$ cat src/rtl/c_wdemux.sv
// Write-side demux for the CONV result stream: steers beats into feature RAM1/RAM2 through one
// registered stage, generating auto-incremented addresses from a latched base and masking idle lanes.
module c_wdemux #(
   parameter int unsigned DW  = 8,
   parameter int unsigned DN  = 8,
   parameter int unsigned AW  = 14,
   parameter int unsigned IFW = 8
) (
   input  logic               clk,
   input  logic               rst_n,
   input  logic               w_start,
   input  logic [IFW-1:0]     winfo,
   input  logic [AW-1:0]      w_base,
   input  logic [DN*DW-1:0]   m_data,
   input  logic               m_data_first,
   input  logic               m_data_last,
   input  logic               m_data_valid,
   output logic               m_data_ready,
   output logic [AW-1:0]      s_addr,
   output logic [DN*DW-1:0]   s_data,
   output logic [DN-1:0]      s_wmask,
   output logic               s_data_first,
   output logic               s_data_last,
   output logic               s_data_valid1,
   input  logic               s_data_ready1,
   output logic               s_data_valid2,
   input  logic               s_data_ready2,
   output logic               busy,
   output logic               done
);

   localparam int unsigned BW = DN * DW;
   localparam int unsigned CW = 3;

   typedef enum logic [1:0] {ST_IDLE, ST_RUN, ST_DRAIN} state_t;

   state_t          state_q, state_d;
   logic [CW-1:0]   ch_q, ch_d;
   logic            sel_q, sel_d;
   logic [AW-1:0]   base_q, base_d;
   logic [AW-1:0]   cnt_q, cnt_d;
   logic            ovld_q, ovld_d;
   logic [AW-1:0]   addr_q, addr_d;
   logic [BW-1:0]   data_q, data_d;
   logic [DN-1:0]   wmask_q, wmask_d;
   logic            first_q, first_d;
   logic            last_q, last_d;
   logic            done_q, done_d;

   logic            rdy_sel_c;
   logic            accept_c;
   logic [AW-1:0]   idx_c;
   logic [DN-1:0]   lane_mask_c;
   logic [BW-1:0]   data_m_c;
   logic            unused_winfo;

   assign unused_winfo = ^{winfo[4], winfo[2:0]};

   assign rdy_sel_c    = sel_q ? s_data_ready2 : s_data_ready1;
   assign m_data_ready = (state_q == ST_RUN) && (!ovld_q || rdy_sel_c);
   assign accept_c     = m_data_ready && m_data_valid;
   // A first beat mid-packet restarts addressing at the base.
   assign idx_c        = m_data_first ? '0 : cnt_q;

   // Lane enables from the active channel count (0 means all lanes).
   always_comb begin
      lane_mask_c = '0;
      data_m_c    = '0;
      for (int i = 0; i < int'(DN); i++) begin
         lane_mask_c[i] = (ch_q == '0) || (i < int'(ch_q));
         data_m_c[i*DW +: DW] = lane_mask_c[i] ? m_data[i*DW +: DW] : '0;
      end
   end

   always_comb begin
      state_d = state_q;
      ch_d    = ch_q;
      sel_d   = sel_q;
      base_d  = base_q;
      cnt_d   = cnt_q;
      ovld_d  = ovld_q;
      addr_d  = addr_q;
      data_d  = data_q;
      wmask_d = wmask_q;
      first_d = first_q;
      last_d  = last_q;
      done_d  = 1'b0;

      if (ovld_q && rdy_sel_c) ovld_d = 1'b0;

      case (state_q)
         ST_IDLE: begin
            if (w_start && !done_q) begin
               ch_d    = winfo[7:5];
               sel_d   = winfo[3];
               base_d  = w_base;
               cnt_d   = '0;
               state_d = ST_RUN;
            end
         end
         ST_RUN: begin
            if (accept_c) begin
               addr_d  = base_q + idx_c;
               cnt_d   = idx_c + AW'(1);
               data_d  = data_m_c;
               wmask_d = lane_mask_c;
               first_d = m_data_first;
               last_d  = m_data_last;
               ovld_d  = 1'b1;
               if (m_data_last) state_d = ST_DRAIN;
            end
         end
         ST_DRAIN: begin
            if (!ovld_q || rdy_sel_c) begin
               done_d  = 1'b1;
               state_d = ST_IDLE;
            end
         end
         default: state_d = ST_IDLE;
      endcase
   end

   always_ff @(posedge clk) begin
      if (!rst_n) begin
         state_q <= ST_IDLE;
         ch_q    <= '0;
         sel_q   <= 1'b0;
         base_q  <= '0;
         cnt_q   <= '0;
         ovld_q  <= 1'b0;
         addr_q  <= '0;
         data_q  <= '0;
         wmask_q <= '0;
         first_q <= 1'b0;
         last_q  <= 1'b0;
         done_q  <= 1'b0;
      end else begin
         state_q <= state_d;
         ch_q    <= ch_d;
         sel_q   <= sel_d;
         base_q  <= base_d;
         cnt_q   <= cnt_d;
         ovld_q  <= ovld_d;
         addr_q  <= addr_d;
         data_q  <= data_d;
         wmask_q <= wmask_d;
         first_q <= first_d;
         last_q  <= last_d;
         done_q  <= done_d;
      end
   end

   assign s_addr        = addr_q;
   assign s_data        = data_q;
   assign s_wmask       = wmask_q;
   assign s_data_first  = first_q;
   assign s_data_last   = last_q;
   assign s_data_valid1 = ovld_q && !sel_q;
   assign s_data_valid2 = ovld_q && sel_q;
   assign busy          = (state_q != ST_IDLE);
   assign done          = done_q;

endmodule

$ cat config.mk
export PLATFORM = sky130hd
export DESIGN_NAME = c_wdemux
export DESIGN_NICKNAME = d
export VERILOG_FILES = /design/src/rtl/c_wdemux.sv
export SDC_FILE = /design/constraint.sdc
export NUM_CORES = 1
export LEC_CHECK = 0
export BUFFER_PORTS_ARGS = -buffer_cell sky130_fd_sc_hd__buf_2
export CAP_MARGIN = 15
export CORE_ASPECT_RATIO = 0.7
export CORE_MARGIN = 2
export CORE_UTILIZATION = 47
export CTS_BUF_LIST = sky130_fd_sc_hd__clkbuf_2 sky130_fd_sc_hd__clkbuf_4 sky130_fd_sc_hd__clkbuf_8
export DETAILED_ROUTE_END_ITERATION = 8
export PLACE_DENSITY = 0.78
export RECOVER_POWER = 100
export SYNTH_ARGS = -nofsm -noshare
export SYNTH_HDL_FRONTEND = slang
export SYNTH_SLANG_ARGS = --single-unit
$ cat constraint.sdc
create_clock -name clk -period 2.38 [get_ports clk]
set_input_delay 0.476 -clock clk [delete_from_list [all_inputs] [get_ports clk]]
set_output_delay 0.476 -clock clk [all_outputs]
set_load 0.02 [all_outputs]
==> impl_metrics.yaml <==
finish:
  diodes: 0
  syn2layout_area_growth_pct: 25.7
  fillerInstances: 1094
  fin_util_pct: 61.0
  nets: 977
  design_area_um2: 7200
  drive_gt1_share_pct: 21.2
global_route:
  overflow: 0
  grt_pass1_vias: 4937
  grt_pass1_wl_mm: 24.2
  antenna_found_initial: 0
  track_usage_pct: 23.3
  grt_max_degree: 57
clocking:
  cts-root-buf: "clkbuf_8"
  cts_tree: "done"
  cts_buffers: 17
  hold_buffers: 0
  cts_sinks: 124
  clockBufferDepth: 2
  postCtsSetupBuffers: 0
  clock_latency_ns: 0.42
  clkTransAtPathRegs_ns: 0.08
  htreeDepth: 4
  cts_resized: 0
min_path:
  hp-class: "input port to register"
  min_from: "w_base[8]"
drt:
  vias_per_cell: 5.38
  vias: 5628
  wirelength_mm: 15.7
  drt_iter0_drc: 432
  wl_per_cell_um: 15.0
  drt-pass1-iter-count: 5
  drc: 0
  drtAntennaViolNets: 0
power:
  peakVddDrop_v: 0.000454
  leakage_nw: 2.75
  p_per_area_nw_per_um2: 645
sta:
  fmax_mhz: 452
  setup_ws_ns: 0.167
  min_period_over_period_pct: 93.0
  whs_ns: 0.286
  rsz0062_at_grt: "no"
  maxSlewHeadroom_pct: 48.9
  period_needed_ns: 2.21
  finalHoldViolCount: 0
  slew_violations: 0
  worstMarginPinSlew_ns: 0.766
  finClkSkew_ns: 0.0122
  setup_violations: 0
synthesis:
  ys.flop_type: "dfxtp_1"
  yosysSeqAreaShare_pct: 43.3
  yosysWarningCount: 0
  synth_edf_count: 0
  async_flop_share_pct: 0
  synth_seq_cells: 124
  netlist_instances: 689
  avgSynthCellArea_um2: 8.32
  yosysUniqueCellTypes: 74
  syn_area_um2: 5730
  syn_nets: 788
worst_setup_path:
  path_cells: "mux2i_1, clkbuf_1, and2_0, nor2_1, buf_2"
  critical-path-max-stage-delay_ns: 0.39
  worstPathArrival_ns: 1.74
  crit_buf_inv: 2
  path_class: "register to primary output"
  endpoint_kind: "primary output"
  cp_top_family: "buffers and inverters"
  startpoint_type: "register"
  r2r_start: "cnt_q[0]"
  required_ns: 1.90
  r2r_slack_ns: 0.18
  crit_start: "sel_q"
  worstPathMaxFanout: 4
  crit_slowest_cell: "dfxtp_1"
placement:
  hpwl_mm: 11.3
  io_buffers: 182
  post-place-ws_ns: -0.0336
  gp_congestion: 0.869
  dpl-instance-area_um2: 7000
floorplanning:
  ioPinCount: 187
  row_count: 33
  core_area_um2: 11800
  die-height_um: 96.4
  dieArea_um2: 13100
  die_w_um: 136
  initial_utilization_pct: 48.5
outcome:
  status: "complete, no violations"
job:
  max_cap_violations: 0
==> report_power, final <==
| part | switching, mW | internal, mW | total [mW] |
|---|---|---|---|
| combinational | 0.398 | 0.229 | 0.627 |
| sequential | 0.0747 | 2.16 | 2.24 |
| clock | 0.860 | 0.924 | 1.78 |
==> per-layer routing <==
layer,part of all wire [%],wire length [um],vias up,track usage [%]
met2,43,6830,199,35.6
met5,0,0,-,0
met1,49,7640,2591,33.5
met3,6.8,1070,20,4.69
met4,1.2,187,0,6.68
li1,-,-,2818,-
==> sequential cells by signal, summed over array words and instances, names as in the netlist <==
signal,flops
state_q,2
ch_q,3
s_wmask,8
s_addr,14
s_data_last,1
s_data_first,1
s_data,64
ovld_q,1
cnt_q,14
base_q,14
done,1
sel_q,1
==> cells in the final DEF (no fill, tap or decap), drive strengths merged, types with 8 or more instances in the layout <==
cell type	instances
nor2	108
a21oi	66
xor2	9
o21ai	22
a22oi	63
nor3	8
dfxtp	124
buf	123
nor2b	11
o211ai	8
nand2	85
clkbuf	119
xnor2	13
nand3	19
==> worst paths after layout <==
path	depth (start not counted)	to
max	5	m_data_ready
min	3	base_q[8]
max reg2reg	9	s_addr[12]
min reg2reg	2	s_data[2]
==> kinds of logic after synthesis <==
logic type      Yosys count  synth area share [%]
simple gates            275                  22.5
compound gates          198                  24.2
flops                   124                  43.3
buf+inv                  62                  5.04
xor+xnor                 22                  3.36
fa+ha+maj                 7                  1.46
mux                       1                 0.175
==> tightest hold or removal path, stage by stage <==
cell and delay (ns):
buf_2 0.09, nand2_1 0.04, a21oi_1 0.05
==> cells in the mapped netlist (6+ instances only) <==
master	number	area, um2
clkbuf_1	26	97.6
inv_1	7	26.3
xor2_1	9	78.8
o211ai_1	8	60.1
buf_2	21	105
a22oi_1	62	465
nor3_1	6	30.0
dfxtp_1	124	2480
nor2_1	104	390
nand2_1	85	319
o21ai_0	17	85.1
xnor2_1	13	114
a21oi_1	62	310
and2_1	6	37.5
or3_1	7	43.8
nand2b_1	6	37.5
nand3_1	19	95.1
nor2b_1	10	62.6
==> metrics by stage <==
stage	TNS [ns]	total power [mW]	std cells
floorplan	0	2.68	689
global placement	-0.00270	2.92	1016
detailed placement	-0.0485	2.94	1016
CTS	0	4.72	1047
global route	0	4.87	1047
finish	0	4.65	1047
==> cell type report <==
type / count / area, um2 / area share [%]
flip-flops and latches: 124 / 2480 / 34.5
inverters: 7 / 27.5 / 0.382
well taps: 157 / 196 / 2.73
repair buffers: 225 / 1120 / 15.6
multi-input cells: 503 / 2990 / 41.5
clock buffers: 17 / 234 / 3.25
clock inverters: 14 / 148 / 2.05
No activity file was read; power rests on OpenSTA's default activity.
